File: src/rtl/mips_pipe_pkg.sv
// Shared definitions for the 19-bit pipelined MIPS core: instruction width,
// the all-zero bubble instruction, fetch FSM encodings and opcode constants.
package mips_pipe_pkg;

   localparam int INST_W = 19;
   localparam int OP_W   = 4;

   // A bubble is the all-zero word: opcode 0 with destination register 0,
   // so downstream hazard logic never sees a dependency on it.
   localparam logic [INST_W-1:0] NOP_INST = 19'b0;

   typedef enum logic [1:0] {
      FS_RUN      = 2'd0,
      FS_STALL    = 2'd1,
      FS_REDIRECT = 2'd2
   } fetch_state_e;

   // Opcodes live in the top OP_W bits of the instruction.
   localparam logic [OP_W-1:0] OP_RTYPE = 4'h0;
   localparam logic [OP_W-1:0] OP_ADDI  = 4'h1;
   localparam logic [OP_W-1:0] OP_LW    = 4'h2;
   localparam logic [OP_W-1:0] OP_SW    = 4'h3;
   localparam logic [OP_W-1:0] OP_BEQ   = 4'h4;
   localparam logic [OP_W-1:0] OP_BNE   = 4'h5;
   localparam logic [OP_W-1:0] OP_JMP   = 4'h6;

   function automatic logic [OP_W-1:0] inst_opcode(input logic [INST_W-1:0] inst);
      return inst[INST_W-1 -: OP_W];
   endfunction

   function automatic logic inst_is_bubble(input logic [INST_W-1:0] inst);
      return (inst == NOP_INST);
   endfunction

endpackage

File: src/rtl/if_id_fetch_stage_if_id_reg.sv
// IF/ID pipeline register: instruction, PC+1 and valid, with flush (load a
// bubble), load and hold controls. Flush outranks load.
module if_id_reg
   import mips_pipe_pkg::*;
#(
   parameter int PC_W   = 12,
   parameter int INST_W = mips_pipe_pkg::INST_W
)
(
   input  logic              clk,
   input  logic              reset,
   input  logic              i_load,
   input  logic              i_flush,
   input  logic [INST_W-1:0] i_instruction,
   input  logic [PC_W-1:0]   i_pc_plus1,
   output logic [INST_W-1:0] o_instruction,
   output logic [PC_W-1:0]   o_pc_plus1,
   output logic              o_valid
);

   logic [INST_W-1:0] r_instruction;
   logic [PC_W-1:0]   r_pc_plus1;
   logic              r_valid;

   // Register update: reset, then bubble insertion, then load, else hold.
   always_ff @(posedge clk) begin
      if (reset) begin
         r_instruction <= INST_W'(NOP_INST);
         r_pc_plus1    <= '0;
         r_valid       <= 1'b0;
      end else if (i_flush) begin
         r_instruction <= INST_W'(NOP_INST);
         r_pc_plus1    <= '0;
         r_valid       <= 1'b0;
      end else if (i_load) begin
         r_instruction <= i_instruction;
         r_pc_plus1    <= i_pc_plus1;
         r_valid       <= 1'b1;
      end else begin
         r_instruction <= r_instruction;
         r_pc_plus1    <= r_pc_plus1;
         r_valid       <= r_valid;
      end
   end

   assign o_instruction = r_instruction;
   assign o_pc_plus1    = r_pc_plus1;
   assign o_valid       = r_valid;

endmodule

File: src/rtl/if_id_fetch_stage.sv
// Fetch stage plus IF/ID register. Owns the PC, applies branch/jump redirects
// and hazard controls, tracks RUN/STALL/REDIRECT and a sticky stall watchdog.
// Optional build macro FETCH_STATS_EN adds saturating stall/bubble counters.
module if_id_fetch_stage
   import mips_pipe_pkg::*;
#(
   parameter int PC_W      = 12,
   parameter int INST_W    = mips_pipe_pkg::INST_W,
   parameter int MAX_STALL = 15
)
(
   input  logic              clk,
   input  logic              reset,
   output logic [PC_W-1:0]   imem_addr,
   input  logic [INST_W-1:0] imem_data,
   input  logic              pc_writebar,
   input  logic              IF_ID_loadbar,
   input  logic              IF_ID_flush,
   input  logic              do_branch,
   input  logic [PC_W-1:0]   branch_target,
   input  logic              jump,
   input  logic [PC_W-1:0]   jump_target,
   output logic [PC_W-1:0]   pc,
   output logic [INST_W-1:0] IF_ID_instruction,
   output logic [PC_W-1:0]   IF_ID_pc_plus1,
   output logic              IF_ID_valid,
   output logic [1:0]        fetch_state,
   output logic              stall_timeout
`ifdef FETCH_STATS_EN
   ,
   output logic [15:0]       stat_stall_cycles,
   output logic [15:0]       stat_bubbles
`endif
);

   localparam logic [PC_W-1:0] PC_ONE      = PC_W'(1);
   localparam logic [7:0]      MAX_STALL_C = 8'(MAX_STALL);

   logic [PC_W-1:0] r_pc;
   fetch_state_e    r_state;
   fetch_state_e    w_state_next;
   logic [7:0]      r_stall_cnt;
   logic [7:0]      w_stall_cnt_next;
   logic            r_stall_timeout;
   logic            w_redirect;
   logic [PC_W-1:0] w_redirect_target;
   logic [PC_W-1:0] w_pc_plus1;
   logic [PC_W-1:0] w_pc_next;
   logic            w_bubble;
   logic            w_load;

   assign w_redirect        = do_branch | jump;
   assign w_redirect_target = do_branch ? branch_target : jump_target;
   assign w_pc_plus1        = r_pc + PC_ONE;   // wraps modulo 2^PC_W
   // A redirect squashes the wrong-path fetch regardless of stall controls.
   assign w_bubble          = w_redirect | IF_ID_flush;
   assign w_load            = ~IF_ID_loadbar;

   // Next PC: redirect beats stall; otherwise advance unless held.
   always_comb begin
      w_pc_next = r_pc;
      if (w_redirect) begin
         w_pc_next = w_redirect_target;
      end else if (!pc_writebar) begin
         w_pc_next = w_pc_plus1;
      end else begin
         w_pc_next = r_pc;
      end
   end

   // Next FSM state: redirect, then stall, else run.
   always_comb begin
      w_state_next = FS_RUN;
      if (w_redirect) begin
         w_state_next = FS_REDIRECT;
      end else if (pc_writebar) begin
         w_state_next = FS_STALL;
      end else begin
         w_state_next = FS_RUN;
      end
   end

   // Stall counter: count STALL->STALL edges (saturating), clear otherwise.
   always_comb begin
      w_stall_cnt_next = 8'd0;
      if ((r_state == FS_STALL) && (w_state_next == FS_STALL)) begin
         if (r_stall_cnt != 8'hFF) begin
            w_stall_cnt_next = r_stall_cnt + 8'd1;
         end else begin
            w_stall_cnt_next = r_stall_cnt;
         end
      end else begin
         w_stall_cnt_next = 8'd0;
      end
   end

   // PC, FSM state, stall counter and sticky watchdog registers.
   always_ff @(posedge clk) begin
      if (reset) begin
         r_pc            <= '0;
         r_state         <= FS_RUN;
         r_stall_cnt     <= 8'd0;
         r_stall_timeout <= 1'b0;
      end else begin
         r_pc            <= w_pc_next;
         r_state         <= w_state_next;
         r_stall_cnt     <= w_stall_cnt_next;
         r_stall_timeout <= r_stall_timeout | (w_stall_cnt_next >= MAX_STALL_C);
      end
   end

   if_id_reg #(
      .PC_W   (PC_W),
      .INST_W (INST_W)
   ) u_if_id_reg (
      .clk           (clk),
      .reset         (reset),
      .i_load        (w_load),
      .i_flush       (w_bubble),
      .i_instruction (imem_data),
      .i_pc_plus1    (w_pc_plus1),
      .o_instruction (IF_ID_instruction),
      .o_pc_plus1    (IF_ID_pc_plus1),
      .o_valid       (IF_ID_valid)
   );

   assign imem_addr     = r_pc;
   assign pc            = r_pc;
   assign fetch_state   = r_state;
   assign stall_timeout = r_stall_timeout;

`ifdef FETCH_STATS_EN
   logic [15:0] r_stat_stall_cycles;
   logic [15:0] r_stat_bubbles;

   // Saturating counters of held-PC edges and bubble insertions.
   always_ff @(posedge clk) begin
      if (reset) begin
         r_stat_stall_cycles <= 16'd0;
         r_stat_bubbles      <= 16'd0;
      end else begin
         if (pc_writebar && !w_redirect && (r_stat_stall_cycles != 16'hFFFF)) begin
            r_stat_stall_cycles <= r_stat_stall_cycles + 16'd1;
         end else begin
            r_stat_stall_cycles <= r_stat_stall_cycles;
         end
         if (w_bubble && (r_stat_bubbles != 16'hFFFF)) begin
            r_stat_bubbles <= r_stat_bubbles + 16'd1;
         end else begin
            r_stat_bubbles <= r_stat_bubbles;
         end
      end
   end

   assign stat_stall_cycles = r_stat_stall_cycles;
   assign stat_bubbles      = r_stat_bubbles;
`endif

endmodule

File: config.mk
export PLATFORM = sky130hd
export DESIGN_NAME = if_id_fetch_stage
export DESIGN_NICKNAME = d
export VERILOG_FILES = /design/src/rtl/mips_pipe_pkg.sv /design/src/rtl/if_id_fetch_stage_if_id_reg.sv /design/src/rtl/if_id_fetch_stage.sv
export SDC_FILE = /design/constraint.sdc
export NUM_CORES = 1
export LEC_CHECK = 0
export ABC_CLOCK_PERIOD_IN_PS = 2300
export BUFFER_PORTS_ARGS = -buffer_cell sky130_fd_sc_hd__buf_2
export CORE_ASPECT_RATIO = 1.25
export CORE_UTILIZATION = 45
export DETAILED_ROUTE_END_ITERATION = 7
export HOLD_SLACK_MARGIN = 0.08
export PLACE_DENSITY_LB_ADDON = 0.3
export SETUP_SLACK_MARGIN = 0.15
export SLEW_MARGIN = 20
export SYNTH_ARGS = -nofsm -noshare
export SYNTH_HDL_FRONTEND = slang
export SYNTH_SLANG_ARGS = --single-unit
File: constraint.sdc
create_clock -name clk -period 2.3 [get_ports clk]
set_clock_uncertainty 0.2 [all_clocks]
set_input_delay 0.23 -clock clk [delete_from_list [all_inputs] [get_ports clk]]
set_output_delay 0.23 -clock clk [all_outputs]
set_load 0.01 [all_outputs]
After elaboration in Yosys (flattened, before gate mapping)
Cells that the tools add are included.
{"block": "word_totals", "inputBits": 50, "word_cells": 26, "regBits": 55}
{"block": "classes", "mux": 7, "eq_ne": 4, "n_lt_le_gt_ge": 1, "n_addsub": 2, "reduce_logical": 2, "n_bitwise": 3}
{"cell": "$mux W12", "n": 3}
{"cell": "$mux W8", "n": 2}
{"cell": "$add A12 B1 Y12 const B", "n": 1}
{"cell": "$add A8 B1 Y8 const B", "n": 1}
{"cell": "$ge A8 B4 Y1 const B", "n": 1}
{"cell": "$ne A8 B8 Y1 const B", "n": 1}
{"cell": "$eq A2 B1 Y1 const B", "n": 2}
{"cell": "$or A1 B1 Y1", "n": 3}
{"cell": "$mux W2", "n": 1}
{"cell": "$ne A2 B1 Y1 const B", "n": 1}
{"cell": "$reduce_or A2 Y1", "n": 1}
{"cell": "$logic_and A1 B1 Y1", "n": 1}
{"cell": "$mux W1", "n": 1}

Logic depth before layout (Yosys ltp)
{"block": "logic_depth", "depth_word": 7, "mapped_depth": 6, "depth_no_buf": 6}

By module
Synthesis repeated with hierarchy kept, for this count alone.
{"block": "hier_totals", "cells_unflattened": 301, "area_unflattened_um2": 2682.6}
{"module": "if_id_fetch_stage", "n_inst": 1, "cells_each": 196, "area_each_um2": 1532.7, "seq_area_each_um2": 460.4}
{"module": "if_id_reg", "n_inst": 1, "cells_each": 105, "area_each_um2": 1149.9, "seq_area_each_um2": 640.6}

Worst setup path after synthesis
OpenSTA, ideal clock, no wires.
{"block": "synth_timing", "kind": "flip-flop to flip-flop", "start": "register r_pc[0] (netlist: imem_addr[0])", "end": "register r_pc[6] (netlist: imem_addr[6])", "slack_ns": 0.390, "stages_incl_launch_ff": 7, "setup_ns": 0.073, "required_time_ns": 2.027, "n_path_buf": 0, "arrival_ns": 1.637, "path_cell_list": "dfxtp_1 ha_1 nand3_2 or3_1 a311oi_1 a21oi_1 nor3_2"}
{"block": "synth_between", "elab_chain_len": 3}
{"element": "from (decl)", "line_no": "if_id_fetch_stage.sv:39", "rtl": "logic [PC_W-1:0] r_pc;"}
{"element": "from (signal assigned)", "line_no": "if_id_fetch_stage.sv:105", "rtl": "r_pc <= w_pc_next;"}
{"element": "$add A12 B1 Y12", "line_no": "if_id_fetch_stage.sv:54", "rtl": "assign w_pc_plus1 = r_pc + PC_ONE;"}
{"element": "$mux W12", "line_no": "if_id_fetch_stage.sv:64", "rtl": "end else if (!pc_writebar) begin"}
{"element": "$mux W12", "line_no": "if_id_fetch_stage.sv:62", "rtl": "if (w_redirect) begin"}
Every way passes these cells. The select of a mux whose other input is x is not followed.
A chain may end at the register's enable or synchronous reset.

Final worst setup path
{"block": "layout_timing", "start": "register r_pc[1] (netlist: imem_addr[1])", "end": "register r_pc[6] (netlist: imem_addr[6])"}
The elaborated chain is that of the path after synthesis.

==> metrics.txt <==
total CTS buffers 5; Buf/Inv on CP 0; maximum number of pins on one net before global-route repair 25; Max Clock Freq 498 MHz; minimum clock period 2010 ps; synthesized net count 349; RSZ-0062 raised after global routing false; static leakage 1.63 nW; sequential area share after synthesis 42.1%; outcome finished clean; Seq cells post-synth 55; warnings from Yosys 0; Clock Latency Late Sink 320 ps; Worst path max stage delay 440 ps; Tot GR Track Use 23.6%; pwr dens 558 nW/um2; first-pass GRT wire length 11400 um; clock slew at reported path FFs 110 ps; Async S/R FF share, synth 0%; Hold Fails Final Rpt 0; most frequent cells after synthesis 55 x dfxtp_1, 50 x nor2_1, 24 x mux2i_1, 19 x nand2_1, 15 x a21oi_1; CP Data Required Time 2350 ps; Min Hold Slack 78.3 ps; crit path launch type flop; GRT overflow 0; Layout Nets 471; Setup CP Type reg -> reg; area added between synthesis and finish 34.0%; HP Class in -> reg; DRT iter0 DRCs 163; layout cell share with drive strength beyond 1 31.3%; part of the cycle the worst path needs 87.3%; worst-margin pin slew 455 ps; CP max stage cell dfxtp_1; synth top area cells dfxtp_1 42%, mux2i_1 9.2%, nor2_1 7.2%, buf_4 3.4%, xnor2_1 3.0%; Rows 30; RePlAce Congestion 0.868; Final ANT Viol Nets 0; Primary FF master, synth dfxtp_1; Max Used Layer met4; CP cell instances ha_1 > nand3_2 > or3_1 > a311oi_1 > a21oi_1 > nor3_2; drt drc 0; DRT Wirelength 7100 um; EDFF count, synth 0; Worst path top cell family by delay simple AND/OR/NAND/NOR gates; Worst Path Arrival 2060 ps; CTS tree yes; io pins 109; top-count cell post-synth dfxtp_1; DRT Pass-1 Iters 4; Synth Area per Inst 8.80 um2; dpl hpwl 4840 um; Synth Instances 297; max_cap viols 0; vias in the first global route 2409; CTS Buffer Depth 2; Final setup violation count 0; CTS Root Cell clkbuf_8; final core occ 63.5%; Avg WL per Cell 14.7 um; Final Max Tran Viols 0; Synth top area share 42.1%; vias 2570; Yosys top cell by area dfxtp_1; Die ar. 6120 um2; IO buf count 108; setup TNS 0 ps; Fillers 448; Die W 70.2 um; die height 87.2 um; clock sinks 55; setup slack, reg-to-reg 290 ps; crit-path max FO 6; DR WL met3 469 um; Metal-1 WL 2930 um; via/cell ratio 5.32; Crit. End Element flop; Setup Fix Bufs, Post-CTS 0; Core ar. 5520 um2; count of cell types in the netlist 53; Worst slew margin 69.5%; initial antenna violation count 0; depth of the CTS H-tree 2; antenna cells 0; Post-Syn Area 2620 um2; Max IR drop VDD 0.275 mV; met2 routed WL 3560 um; Starting Density 47.4%
report_power, final:
group / switching (mW) / internal, mW / total [mW]
Combinational: 0.152 / 0.156 / 0.308
Clock: 0.318 / 0.319 / 0.637
Sequential: 0.0350 / 0.976 / 1.01
routing by layer:
layer	global-route usage, %	vias up
met5	0	-
met4	10.7	0
met3	3.59	14
met2	41.1	113
met1	28.7	1178
li1	-	1265
sequential cells by signal, summed over array words and instances (netlist names):
signal	cells
u_if_id_reg.o_instruction	19
imem_addr	12
u_if_id_reg.o_valid	1
r_stall_cnt	8
u_if_id_reg.o_pc_plus1	12
fetch_state	2
stall_timeout	1
metrics by stage:
step	power (mW)	setup slack, ps	instances	instance area, um2
after floorplan	1.20	390	297	2620
after detailed placement	1.30	332	446	3090
after global placement	1.29	382	446	3090
after CTS	1.96	270	483	3500
after global routing	2.04	158	483	3500
final	1.96	291	483	3500
worst register-to-register path, delay by kind of cell, from the launching register on:
family / cells / cell delay (ps)
adders and majority gates: 1 / 250
and+or+nand+nor: 3 / 680
AOI/OAI and AO/OA: 2 / 380
DFF: 1 / 440
logic make-up after synthesis:
kind of cell    after synthesis  synth area share (%)
mux                          24                  9.19
xor+xnor                     13                  4.35
buf+inv                      34                  7.56
compound gates               58                  14.8
fa+ha+maj                     2                 0.957
simple gates                111                  21.1
flops                        55                  42.1
cell type report:
class / instances / area (um2) / area share, %
Clock buffer: 5 / 68.8 / 1.96
Clock inverter: 2 / 37.5 / 1.07
Inverter: 8 / 30.0 / 0.857
Multi-Input combinational cell: 208 / 1320 / 37.8
Sequential cell: 55 / 1100 / 31.4
Tap cell: 64 / 80.1 / 2.29
Timing Repair Buffer: 141 / 863 / 24.6
worst paths after layout:
check	startpoint	end	cells after the start
max	imem_addr[1]	imem_addr[6]	6
min	jump_target[2]	imem_addr[2]	5
max reg2reg	imem_addr[1]	imem_addr[6]	6
min reg2reg	u_if_id_reg.o_valid	u_if_id_reg.o_valid	2
placed cells by master, fill, tap and decap left out, types with 3 or more instances in the layout:
master,synthesis,final
nand2_1,19,19
mux2i_1,24,24
inv_1,7,7
dlygate4sd3_1,0,30
xnor2_1,9,9
nor3_2,4,4
nand4_1,4,4
clkbuf_8,0,5
dfxtp_1,55,55
buf_2,2,108
a31oi_1,4,4
nor2b_1,4,4
nor3_1,4,4
xor2_1,4,4
o21ai_0,10,10
nand2b_1,3,3
buf_4,12,3
nor2_1,50,50
a21oi_1,15,15
nand3_1,6,6
o21bai_1,4,4
a211oi_1,4,4
repair_timing:
| item | CTS | global route |
|---|---|---|
| setup endpoints to repair | 0 | 1 |
| endpoints found under the hold margin | 32 | 0 |
| hold buffers | 30 | 0 |
| gates resized for setup | 0 | 1 |
No activity file was read; power rests on OpenSTA's default activity.
